File: config.mk
export PLATFORM = sky130hd
export DESIGN_NAME = gray_count_gen_flat
export DESIGN_NICKNAME = d
export VERILOG_FILES = /design/src/rtl/gray_count_gen_if.sv /design/src/rtl/gray_count_gen.sv /design/src/flat_wrapper.sv
export SDC_FILE = /design/constraint.sdc
export NUM_CORES = 1
export LEC_CHECK = 0
export CORE_ASPECT_RATIO = 1.75
export CORE_MARGIN = 2
export CORE_UTILIZATION = 28
export CTS_CLUSTER_SIZE = 24
export DETAILED_ROUTE_END_ITERATION = 10
export HOLD_SLACK_MARGIN = 0.1
export PLACE_DENSITY = 0.54
export RECOVER_POWER = 25
export SLEW_MARGIN = 20
export SYNTH_ARGS = -nofsm -noshare
export SYNTH_HDL_FRONTEND = slang
export SYNTH_SLANG_ARGS = --single-unit
File: constraint.sdc
create_clock -name clk -period 3.1 [get_ports clk]
set_input_delay 0.775 -clock clk [delete_from_list [all_inputs] [get_ports clk]]
set_output_delay 0.775 -clock clk [all_outputs]
set_load 0.05 [all_outputs]
File: src/rtl/gray_count_gen_if.sv
// rtl/gray_count_gen_if.sv - control inputs and count outputs of the Gray counter
// master drives the controls and observes the count; slave is the counter side.
interface gray_count_gen_if #(
  parameter int unsigned SIZE = 8
);
  logic            clr;
  logic            load;
  logic [SIZE-1:0] load_val;
  logic            en;
  logic            up;
  logic [SIZE-1:0] gray;
  logic [SIZE-1:0] bin_q;
  logic            tc;
  logic            changed;

  modport master (
    output clr, load, load_val, en, up,
    input  gray, bin_q, tc, changed
  );

  modport slave (
    input  clr, load, load_val, en, up,
    output gray, bin_q, tc, changed
  );
endinterface

File: src/rtl/gray_count_gen.sv
// rtl/gray_count_gen.sv - registered up/down counter with Gray, binary and terminal-count outputs
// Gray is re-encoded from the next binary value so both registers update on the same edge.
module gray_count_gen #(
  parameter int unsigned     SIZE      = 8,
  parameter bit              WRAP      = 1'b1,
  parameter logic [SIZE-1:0] RESET_VAL = '0
) (
  input  logic            clk,
  input  logic            rst_n,
  gray_count_gen_if.slave bus
);

  localparam logic [SIZE-1:0] ONE       = {{(SIZE-1){1'b0}}, 1'b1};
  localparam logic [SIZE-1:0] RESET_GRY = RESET_VAL ^ (RESET_VAL >> 1);

  logic [SIZE-1:0] bin_q, bin_d;
  logic [SIZE-1:0] gray_q, gray_d;
  logic            changed_q, changed_d;
  logic            tc;

  function automatic logic [SIZE-1:0] to_gray(input logic [SIZE-1:0] b);
    return b ^ (b >> 1);
  endfunction

  assign tc = bus.up ? (&bin_q) : ~(|bin_q);

  always_comb begin
    bin_d = bin_q;
    if (bus.clr) begin
      bin_d = '0;
    end else if (bus.load) begin
      bin_d = bus.load_val;
    end else if (bus.en) begin
      // Saturating variant parks at the limit instead of wrapping.
      if (!WRAP && tc) begin
        bin_d = bin_q;
      end else if (bus.up) begin
        bin_d = bin_q + ONE;
      end else begin
        bin_d = bin_q - ONE;
      end
    end
    gray_d    = to_gray(bin_d);
    changed_d = (gray_d != gray_q);
  end

  always_ff @(posedge clk or negedge rst_n) begin
    if (!rst_n) begin
      bin_q     <= RESET_VAL;
      gray_q    <= RESET_GRY;
      changed_q <= 1'b0;
    end else begin
      bin_q     <= bin_d;
      gray_q    <= gray_d;
      changed_q <= changed_d;
    end
  end

  assign bus.bin_q   = bin_q;
  assign bus.gray    = gray_q;
  assign bus.tc      = tc;
  assign bus.changed = changed_q;

endmodule

File: src/flat_wrapper.sv
// flat-port wrapper written by rule: the top's interface ports become plain ports
module gray_count_gen_flat 
#(
  parameter int unsigned     SIZE      = 8,
  parameter bit              WRAP      = 1'b1,
  parameter logic [SIZE-1:0] RESET_VAL = '0
)
  (clk, rst_n, bus_clr, bus_load, bus_load_val, bus_en, bus_up, bus_gray, bus_bin_q, bus_tc, bus_changed);
  gray_count_gen_if #(.SIZE(SIZE)) bus_i ();
  input  logic clk;
  input  logic rst_n;
  input wire logic [$bits(bus_i.clr)-1:0] bus_clr;
  input wire logic [$bits(bus_i.load)-1:0] bus_load;
  input wire logic [$bits(bus_i.load_val)-1:0] bus_load_val;
  input wire logic [$bits(bus_i.en)-1:0] bus_en;
  input wire logic [$bits(bus_i.up)-1:0] bus_up;
  output wire logic [$bits(bus_i.gray)-1:0] bus_gray;
  output wire logic [$bits(bus_i.bin_q)-1:0] bus_bin_q;
  output wire logic [$bits(bus_i.tc)-1:0] bus_tc;
  output wire logic [$bits(bus_i.changed)-1:0] bus_changed;
  assign bus_i.clr = bus_clr;
  assign bus_i.load = bus_load;
  assign bus_i.load_val = bus_load_val;
  assign bus_i.en = bus_en;
  assign bus_i.up = bus_up;
  assign bus_gray = bus_i.gray;
  assign bus_bin_q = bus_i.bin_q;
  assign bus_tc = bus_i.tc;
  assign bus_changed = bus_i.changed;
  gray_count_gen #(.SIZE(SIZE), .WRAP(WRAP), .RESET_VAL(RESET_VAL)) u_core (.clk(clk), .rst_n(rst_n), .bus(bus_i));
endmodule
## After elaboration in Yosys (flattened, before gate mapping)

Index checks and enable logic that the tools add are counted.

- Bits in registers: 17
- Latch bits: 0
- Bits in writable memories: 0
- ROM bits: 0
- Input port bits: 14
- Logic and storage cells: 15
- Memories kept: 0

- Add/subtract/negate cells: 2
- $mul: 0
- Divide/modulo/power cells: 0
- $lt $le $gt $ge: 0
- Equal/unequal tests: 1
- Shifts and indexed selects: 0
- Muxes and demuxes: 5
- Bitwise logic cells: 2
- Reductions and logical operators: 2

Operator list:

| operator | count |
|---|---|
| two-way mux 8 bit | 4 |
| adder 8 x 1 -> 8 bit (second input constant) | 1 |
| != test 8 bit | 1 |
| AND reduction 8 bit | 1 |
| OR reduction 8 bit | 1 |
| subtractor 8 x 1 -> 8 bit (second input constant) | 1 |
| XOR 8 x 7 -> 8 bit | 1 |
| two-way mux 1 bit | 1 |
| NOT 1 bit | 1 |

## Logic depth before layout (Yosys ltp)

- Depth in word-level cells: 7
- Gate-level depth with buffers: 11
- Gate-level depth less buffers: 10

## Worst setup path after synthesis

OpenSTA, ideal clock, no wires.

- Path kind: in2reg
- Start: in bus_up
- End: reg u_core.changed_q, in the netlist u_core.bus.changed
- Arrival: 2.974 ns
- Data required time: 2.964 ns
- Slack: -0.010 ns
- Stages: 10
- Path buffers: 1
- Path through: clkbuf_1 > inv_1 > ha_1 > and3_1 > or3_1 > and2_1 > a311o_1 > o21ai_1 > nor4b_2 > o211ai_1

- Longest elaborated chain between the ends: 6

RTL lines:

| what | line | source |
|---|---|---|
| from (decl) | flat_wrapper.sv:16 | `input wire logic [$bits(bus_i.up)-1:0] bus_up;` |
| two-way mux 8 bit | gray_count_gen.sv:37 | `end else if (bus.up) begin` |
| two-way mux 8 bit | gray_count_gen.sv:33 | `end else if (bus.en) begin` |
| two-way mux 8 bit | gray_count_gen.sv:31 | `end else if (bus.load) begin` |
| two-way mux 8 bit | gray_count_gen.sv:29 | `if (bus.clr) begin` |
| XOR 8 x 7 -> 8 bit | gray_count_gen.sv:22 | `return b ^ (b >> 1);` |
| != test 8 bit | gray_count_gen.sv:44 | `changed_d = (gray_d != gray_q);` |
| net u_core.changed_d | gray_count_gen.sv:18 | `logic changed_q, changed_d;` |
| to (signal assigned) | gray_count_gen.sv:55 | `changed_q <= changed_d;` |
| to (decl) | gray_count_gen.sv:18 |  |

The timed path passes the listed nets, and every way through them passes these cells.

## Final worst setup path

Ends and elaborated chain as after synthesis.

==> metrics <==
status completed; maxcap violations 0; first-pass GRT wire length ~7.2 mm; CTS Buf Count 3; Rel. slew slack 48.8%; static leakage about 0.9 nW; Worst Path Arrival just over 3 ns; worst hold-check path type register to register; grt total ovfl 0; Syn Nets around 190; antenna cells 0; via-per-instance ratio roughly 5.4; Synth Warn # 0; Setup Skew between 0.002 and 0.003 ns; Initial Utilization between 20 and 30%; Min Clock Period, post-route 2.93 ns; htree depth 1; CP Capture Type register; RSZ-0062 raised after global routing false; routed length per instance approximately 15 um; Pins Over Slew Limit 0; measured slew at the worst slew-check pin 0.765 ns; root buffer cell clkbuf_8; 1st-iter DRT viols 34; sequential cell area 400 um2; Yosys cell types 52; core area between 4000 and 5000 um2; Worst VDD drop ~0.00033 V; CP max stage cell fa_1; layout filler cell count about 500; Crit path top cell by count buf_4; CTS Sinks 16; hold slack about 0.73 ns; routed vias 1502; CTS tree done; Worst Path Required about 3.2 ns; Multi-input gate area approximately 1000 um2; Syn Area/Cell between 8 and 9 um2; share of post-route cells with drive strength above 1 a little over a fifth; biggest cell delay along the critical path about 0.42 ns; Critical Path Start Type input port; # nets final approximately 250; share of flip-flops with an asynchronous set or reset 100%; largest net degree at the start of global routing 17; Syn Inst Count 167; initial antenna violation count 0; Skew-Pair Late Insertion Delay 0.25 ns; HPWL after detailed placement 3.53 mm; register area share after synthesis approximately 28%; Main synth FF type dfrtp_1; first drt pass iteration count 4; die height just under 100 um; DP Worst Slack -0.361 ns; final setup margin around 0.17 ns; PD cells 436 nW/um2; Worst Path Max Fanout 9; DRC 0; synthesized area 1440 um2; Routability Congestion around 0.81; crit path cell chain dlygate4sd2_1 > buf_4 > fa_1 > nor2b_2 > o2111a_1 > a211oi_1 > buf_4 > o21a_1 > or3_1 > mux2i_1 > o211ai_1; total wire length 4.31 mm; antenna viol nets, final 0; Die X about 58 um; Seq cells post-synth 16; number of flops mapped to enable cells by yosys 0; fmax 341 MHz; area grow syn2layout 48.3%; Longest Clk Path Bufs 2; final setup vio count 0; Port-buffer cells 31; cts hold-fix bufs 0; fin crit share 94.5%; Final Hold Fails 0; io pins 32; crit path kind input port to register; GRT Resource Usage Total approximately 16%; die area 5760 um2; clk slew on worst S/H paths around 0.06 ns; # rows 34; vias in the first global route 1565
[logic make-up (layout without fill, tap and decap cells)]
| group | Yosys count | count (layout) | share of synthesized area [%] |
|---|---|---|---|
| xor gates and xnor gates | 14 | 14 | 8.51 |
| adders and majority gates | 7 | 7 | 6.60 |
| and+or+nand+nor | 62 | 62 | 23.7 |
| AOI/OAI and AO/OA | 50 | 50 | 26.7 |
| buffers and inverters | 15 | 72 | 4.60 |
| DFF | 16 | 16 | 27.8 |
| muxes | 3 | 3 | 2.08 |
[path summary, 6_finish.rpt]
check,cells past startpoint,slack (ns),startpoint,endpoint
max,11,0.17,bus_up,u_core.bus.changed$_DFF_PN0_
min,3,0.73,u_core.bus.gray[3]$_DFF_PN0_,u_core.bus.changed$_DFF_PN0_
max reg2reg,10,0.52,u_core.bus.bin_q[0]$_DFF_PN0_,u_core.bus.changed$_DFF_PN0_
min reg2reg,3,0.73,u_core.bus.gray[3]$_DFF_PN0_,u_core.bus.changed$_DFF_PN0_
max in group asynchronous,1,1.58,rst_n,u_core.bus.changed$_DFF_PN0_
min in group asynchronous,1,1.05,rst_n,u_core.bus.gray[0]$_DFF_PN0_
[per-layer routing]
layer | global-route usage (%) | up-vias | share of wire (%)
li1 | - | 737 | -
met1 | 17.7 | 729 | 39
met5 | 0 | - | 0
met4 | 5.19 | 0 | 0.95
met3 | 1.44 | 4 | 2.8
met2 | 30.9 | 32 | 57
[critical path, delay by kind of cell]
family          cells  cell delay [ns]
compound gates      4             0.63
buf+inv             3             0.61
simple gates        2             0.47
fa+ha+maj           1             0.42
mux                 1             0.15
[cells in the mapped netlist (all sizes together), types with 2 or more instances]
cell type	number	area share (%)
a22o	2	1.2
xnor2	8	4.9
mux2i	3	2.1
dfrtp	16	28
clkbuf	2	0.52
a211oi	7	3.6
a21oi	4	1.4
xor2	6	3.6
nor4	2	0.87
nor3	7	2.4
o31ai	2	1.0
and3	4	2.1
or2	2	0.87
nor2b	5	2.2
o2111ai	2	1.2
nand4	2	0.87
and2	4	1.7
a21o	6	3.1
nand2	7	1.8
o211ai	2	1.0
nand3	6	2.1
nor2	13	3.4
inv	9	2.3
ha	6	5.2
o21a	3	1.6
o21ai	9	3.9
or3	4	1.7
nand2b	3	1.3
buf	4	1.7
[report_power, final]
group / switching (mW) / internal, mW / leakage [nW]
Sequential: 0.0357 / 0.234 / 0.200
Clock: 0.0691 / 0.113 / 0.0288
Combinational: 0.264 / 0.216 / 0.699
Total: 0.369 / 0.562 / 0.928
[layout make-up]
class / instances / share of cell area [%]
well taps: 54 / 3.16
repair buffers: 59 / 25.4
flip-flops and latches: 16 / 18.7
multi-input cells: 136 / 48.5
inverters: 9 / 1.70
clock buffers: 4 / 2.58
[timing repair]
action,CTS,global route
endpoints found under the hold margin,0,0
buffers inserted,0,0
resized for setup,11,0
endpoints found under the setup margin,1,0
[state kept, by name (all words and copies together) (netlist names)]
| name | count |
|---|---|
| u_core.bus.bin_q | 8 |
| u_core.bus.changed | 1 |
| u_core.bus.gray | 7 |
[placed cells by master, fill, tap and decap left out, types with 6 or more instances in the layout]
cell / Yosys / routed
xor2_1: 6 / 6
dfrtp_1: 16 / 16
nand3_1: 6 / 6
buf_4: 2 / 27
nor2_1: 13 / 13
a211oi_1: 7 / 7
xnor2_1: 8 / 8
nand2_1: 7 / 7
nor3_1: 7 / 7
inv_1: 7 / 6
clkdlybuf4s50_1: 0 / 28
a21o_1: 6 / 6
[metrics by stage]
stage	util [%]	instance area [um2]	cells	power [mW]	TNS (ns)
finish	42.9	2140	278	0.931	0
floorplan	-	1440	167	0.558	0
CTS	42.9	2140	278	0.946	0
global route	42.9	2140	278	0.987	0
global placement	40.6	2020	274	0.736	-0.515
detailed placement	40.6	2020	274	0.735	-0.587
No activity file was read; power rests on OpenSTA's default activity.
